--- config.mk ---
export PLATFORM = sky130hd
export DESIGN_NAME = wb_write_sequencer
export DESIGN_NICKNAME = d
export VERILOG_FILES = /design/src/rtl/arm_pkg.sv /design/src/rtl/wb_write_sequencer.sv
export SDC_FILE = /design/constraint.sdc
export NUM_CORES = 1
export LEC_CHECK = 0
export BUFFER_PORTS_ARGS = -buffer_cell sky130_fd_sc_hd__buf_2
export CAP_MARGIN = 10
export CORE_AREA = 5 5 102 85
export DETAILED_ROUTE_END_ITERATION = 8
export DIE_AREA = 0 0 107 90
export PLACE_DENSITY_LB_ADDON = 0.12
export RECOVER_POWER = 100
export SETUP_SLACK_MARGIN = 0.1
export SLEW_MARGIN = 20
export SYNTH_ARGS = -nofsm -noshare
export SYNTH_HDL_FRONTEND = slang
export SYNTH_SLANG_ARGS = --single-unit
--- constraint.sdc ---
create_clock -name clk -period 4.6 [get_ports clk]
set_input_delay 0.69 -clock clk [delete_from_list [all_inputs] [get_ports clk]]
set_output_delay 0.69 -clock clk [all_outputs]
set_load 0.1 [all_outputs]
--- src/rtl/arm_pkg.sv ---
// Shared register-file geometry and write-back sequencer state encoding.
package arm_pkg;

  localparam int REG_ADDR_W = 4;
  localparam int REG_DATA_W = 32;

  typedef enum logic {
    ONE    = 1'b0,
    SECOND = 1'b1
  } wbseq_state_t;

endpackage : arm_pkg

--- src/rtl/wb_write_sequencer.sv ---
// Serializes up to two register writes per instruction (primary, then base
// update) onto the register file's single write port.
module wb_write_sequencer
  import arm_pkg::*;
#(
  parameter int DATA_W = REG_DATA_W,
  parameter int ADDR_W = REG_ADDR_W
) (
  input  logic              clk,
  input  logic              rst,
  input  logic              in_valid,
  output logic              in_ready,
  input  logic              in_wb_en,
  input  logic [ADDR_W-1:0] in_dest,
  input  logic              in_mem_r,
  input  logic [DATA_W-1:0] in_alu_res,
  input  logic [DATA_W-1:0] in_mem_data,
  input  logic              in_base_en,
  input  logic [ADDR_W-1:0] in_base_dest,
  input  logic [DATA_W-1:0] in_base_val,
  output logic              writeBackEn,
  output logic [ADDR_W-1:0] destWB,
  output logic [DATA_W-1:0] valueWB,
  output logic              busy
);

  wbseq_state_t      state_q, state_d;
  logic              wb_en_q, wb_en_d;
  logic [ADDR_W-1:0] dest_q, dest_d;
  logic [DATA_W-1:0] value_q, value_d;
  logic [ADDR_W-1:0] hold_dest_q, hold_dest_d;
  logic [DATA_W-1:0] hold_val_q, hold_val_d;
  logic [DATA_W-1:0] prim_val;

  assign in_ready = (state_q == ONE);
  assign busy     = !in_ready;

  assign writeBackEn = wb_en_q;
  assign destWB      = dest_q;
  assign valueWB     = value_q;

  // NOTE: every variable gets a default before the case so no path leaves it
  // unassigned; otherwise synthesis infers a latch to remember the old value.
  always_comb begin
    state_d     = state_q;
    wb_en_d     = 1'b0;
    dest_d      = dest_q;
    value_d     = value_q;
    hold_dest_d = hold_dest_q;
    hold_val_d  = hold_val_q;
    prim_val    = in_mem_r ? in_mem_data : in_alu_res;

    case (state_q)
      ONE: begin
        if (in_valid) begin
          if (in_wb_en) begin
            wb_en_d = 1'b1;
            dest_d  = in_dest;
            value_d = prim_val;
            // Same destination: the primary value is the architecturally
            // visible one, so the base update is simply dropped.
            if (in_base_en && (in_base_dest != in_dest)) begin
              hold_dest_d = in_base_dest;
              hold_val_d  = in_base_val;
              state_d     = SECOND;
            end
          end else if (in_base_en) begin
            wb_en_d = 1'b1;
            dest_d  = in_base_dest;
            value_d = in_base_val;
          end
        end
      end
      SECOND: begin
        wb_en_d = 1'b1;
        dest_d  = hold_dest_q;
        value_d = hold_val_q;
        state_d = ONE;
      end
      default: state_d = ONE;
    endcase
  end

  // NOTE: state uses non-blocking assignments so every flop samples the
  // pre-edge values of the others, independent of statement order.
  // NOTE: the hold register is reset along with the outputs so a reset taken
  // in SECOND cannot leak a stale base write after reset releases.
  always_ff @(posedge clk or posedge rst) begin
    if (rst) begin
      state_q     <= ONE;
      wb_en_q     <= 1'b0;
      dest_q      <= '0;
      value_q     <= '0;
      hold_dest_q <= '0;
      hold_val_q  <= '0;
    end else begin
      state_q     <= state_d;
      wb_en_q     <= wb_en_d;
      dest_q      <= dest_d;
      value_q     <= value_d;
      hold_dest_q <= hold_dest_d;
      hold_val_q  <= hold_val_d;
    end
  end

endmodule : wb_write_sequencer

## After elaboration in Yosys (flattened, before gate mapping)

Index checks and enable logic that the tools add are counted.

| storage, ports and cells | value |
|---|---|
| memories | 0 |
| bits in read-only memories | 0 |
| input port bits | 110 |
| memory bits (writable) | 0 |
| bits in registers | 74 |
| latch bits | 0 |

| cells by class | value |
|---|---|
| bitwise operators | 1 |
| equality and inequality tests | 3 |
| div/mod/pow operators | 0 |
| $add $sub $neg | 0 |
| reduce and logical (&&, ||, !) cells | 3 |
| multiplexer cells | 17 |
| magnitude comparators | 0 |
| shifts and indexed selects | 0 |
| $mul | 0 |

Operators with widths:

| operator | count |
|---|---|
| $mux W32 | 4 |
| $pmux W32 S2 | 1 |
| $mux W4 | 3 |
| $pmux W4 S2 | 1 |
| $mux W1 | 6 |
| $ne A4 B4 Y1 | 1 |
| $pmux W1 S2 | 2 |
| $reduce_and A4 Y1 | 1 |
| $ne A3 B1 Y1 const B | 1 |
| $ne A2 B2 Y1 const B | 1 |
| $reduce_and A2 Y1 | 1 |
| $logic_and A1 B1 Y1 | 1 |
| $not A1 Y1 | 1 |

## Longest topological paths before layout

| depth | value |
|---|---|
| depth after elaboration | 6 |
| mapped depth | 6 |
| mapped depth without buffers | 4 |

## Worst setup path after synthesis

Ideal clock, no wire load.

| timing | value |
|---|---|
| path kind | register to output |
| start | register state_q, in the netlist busy |
| end | output port in_ready |
| slack | 1860 ps |
| stages on the path, launching flop included | 4 |
| data arrival time | 2050 ps |
| required time | 3910 ps |
| buffers on the path | 2 |
| cells stage by stage | dfrtp_1 > clkbuf_1 > clkbuf_1 > inv_1 |

| on the way | value |
|---|---|
| longest elaborated chain between the ends | 1 |

RTL lines:

| item | RTL line | text |
|---|---|---|
| start: declaration | wb_write_sequencer.sv:27 | `wbseq_state_t state_q, state_d;` |
| start signal: assignment | wb_write_sequencer.sv:97 | `state_q <= state_d;` |
| $not A1 Y1 (no source line) | n/a |  |
| end: declaration | wb_write_sequencer.sv:12 | `output logic in_ready,` |

No other way between the ends.

## Worst setup path in the final report

Same ends and word-level chain as after synthesis.

==> impl_metrics.json <==
{
  "vias": 3081,
  "synth_top_area_share_pct": 50.2,
  "tns_ns": 0,
  "synth-edff-count": 0,
  "met1Wirelength_um": 4270,
  "antenna_found_initial": 0,
  "yosysTopAreaCell": "dfrtp_1",
  "nNetsFinal": 543,
  "postCtsResizedCells": 0,
  "drcViolationCount": 0,
  "portBuffers": 148,
  "slew_headroom_pct": -38.0,
  "postSynthNetCount": 407,
  "postLayoutCoreUtil_pct": 60.1,
  "finalSetupViolCount": 0,
  "whs_endpoint": "hold_val_q[2]",
  "core_mm2": 0.00762,
  "synth_area_leaders": "dfrtp_1 50%, mux2_2 11%, mux2i_1 9.8%",
  "met2_wirelength_um": 4670,
  "wirelength_um": 9720,
  "drive_gt1_share_pct": 38.1,
  "rr_worst_depth": 4,
  "rsz0062_at_grt": "false",
  "hpwlAfterDp_um": 6490,
  "hold_viol": 0,
  "cts_tree": "yes",
  "grt-ovfl-total": 0,
  "worst_pin_slew_ns": 2.07,
  "antenna_cells": 0,
  "cp-start-kind": "flip-flop",
  "syn2layout_area_growth_pct": 24.1,
  "hold_class": "reg -> reg",
  "finalCriticalPeriod_ns": 3.48,
  "status": "finished, violations left",
  "synth_most_common_cell": "dfrtp_1",
  "required_ns": 3.91,
  "arrival_ns": 2.79,
  "r2r_end": "hold_val_q[24]",
  "drv_cap": 1,
  "violations": "capacitance limit, slew limit",
  "ys_seq_area_share_pct": 50.2,
  "cts_setup_buffers": 0,
  "yosys_warnings": 0,
  "crit_type": "reg -> out",
  "wl_met3_um": 729,
  "fp-row-count": 29,
  "post_synth_num_cell_types": 24,
  "path_max_fanout": 23,
  "timing.fmax_ghz": 0.287,
  "viasPerCell": 5.80,
  "drt_pass1_iterations": 4,
  "hold-path-cell-count": 1,
  "async_flop_share_pct": 100,
  "grt_pass1_vias": 3147,
  "ys_seq_elements": 74,
  "cts_hold_buf": 0,
  "die_w_um": 107,
  "gp_congestion": 0.754,
  "ant_nets": 0,
  "syn_inst": 297,
  "cts_made_buffers": 9,
  "ys_top_cells_by_count": "74 x dfrtp_1, 37 x mux2_2, 36 x mux2i_1",
  "start_util_pct": 48.4,
  "r2r_start": "busy",
  "postSynthAreaPerCell_um2": 12.4,
  "fin_skew_ns": 0.00295,
  "hp-start": "hold_val_q[2]",
  "min_period_over_period_pct": 75.7,
  "clock_latency_ns": 0.33,
  "grt_pass1_wl_um": 15500,
  "clkSinkCount": 74,
  "ios": 149,
  "top_layer": "met4",
  "grt_max_degree": 71,
  "drt_iter0_drc": 131,
  "r2r_setup_slack_ns": 1.28,
  "syn-cell-area_mm2": 0.00369,
  "dieArea_mm2": 0.00963,
  "root_buffer": "clkbuf_8",
  "end_kind": "output port",
  "synth_flop_cell": "dfrtp_1",
  "powerDensity_mw_per_mm2": 466,
  "slew_violations": 38,
  "dieHeight_um": 90,
  "vdd_drop_max_mv": 0.203,
  "power_leakage_nw": 2.10,
  "clkSlewWorstSetupHoldPaths_ns": 0.07,
  "track_usage_pct": 20.1,
  "avgRoutedWirePerCell_um": 18.3,
  "clk_path_buf_depth": 2,
  "h-tree-depth": 3
}
final cells by class:
cell class	count	area, um^2
clock buffers	14	163
clock inverters	2	35.0
fillers	686	3040
inverters	8	30.0
multi-input cells	187	1660
flip-flops and latches	74	1850
well taps	93	116
repair buffers	153	724
cell families after synthesis:
logic type      count (synthesis)  synth area share (%)
mux                            74                  21.4
simple gates                   40                  4.38
xor+xnor                        4                 0.950
buf+inv                        36                  4.95
compound gates                 69                  18.1
flops                          74                  50.2
state kept, by name (all words and copies together) (netlist names):
| register | flops |
|---|---|
| hold_val_q | 32 |
| busy | 1 |
| writeBackEn | 1 |
| valueWB | 32 |
| destWB | 4 |
| hold_dest_q | 4 |
power breakdown:
| part | switching, W | internal [W] | total, W |
|---|---|---|---|
| clock | 0.000223 | 0.000281 | 0.000503 |
| combinational | 0.000584 | 0.000187 | 0.000771 |
| sequential | 0.0000769 | 0.000781 | 0.000858 |
| total | 0.000883 | 0.00125 | 0.00213 |
worst max-delay path, cell delays in order, from the launching register on:
cell      delay [ns]
dfrtp_1         0.87
clkbuf_1        0.93
inv_1           0.10
clkbuf_1        0.54
placed cells by master (no fill, tap or decap), types with 2 or more instances in the layout:
| cell type | count |
|---|---|
| buf_2 | 108 |
| dfrtp_1 | 74 |
| clkbuf_1 | 44 |
| mux2_2 | 37 |
| mux2i_1 | 36 |
| nor2_1 | 32 |
| a221o_1 | 32 |
| a2111oi_0 | 31 |
| clkbuf_8 | 11 |
| inv_1 | 7 |
| xnor2_1 | 4 |
| buf_4 | 4 |
| nand2_1 | 3 |
| a222oi_1 | 2 |
how the worst max path moves through the flow:
stage / from / end
after CTS: busy / in_ready
after floorplan: busy / in_ready
after global placement: in_wb_en / destWB[1]
after global routing: busy / in_ready
after detailed placement: in_wb_en / hold_val_q[24]
final: busy / in_ready
per-stage QoR:
| step | power, W | worst slack, ns | hold WS [ns] | cells | instance area [um^2] |
|---|---|---|---|---|---|
| 2_1_floorplan | 0.00148 | 1.86 | 0.455 | 297 | 3690 |
| 3_3_place_gp | 0.00164 | 1.57 | 0.469 | 515 | 4430 |
| 3_5_place_dp | 0.00166 | 1.53 | 0.485 | 515 | 4430 |
| 4_1_cts | 0.00216 | 1.90 | 0.502 | 531 | 4630 |
| 5_1_grt | 0.00223 | 0.993 | 0.525 | 531 | 4580 |
| 6_report | 0.00213 | 1.12 | 0.498 | 531 | 4580 |
routing by layer:
metal	global-route usage, %	vias up
met2	32.2	133
met5	0	-
met1	26.8	1506
met4	5.32	0
li1	-	1435
met3	5.66	7
No activity file was read; power rests on OpenSTA's default activity.
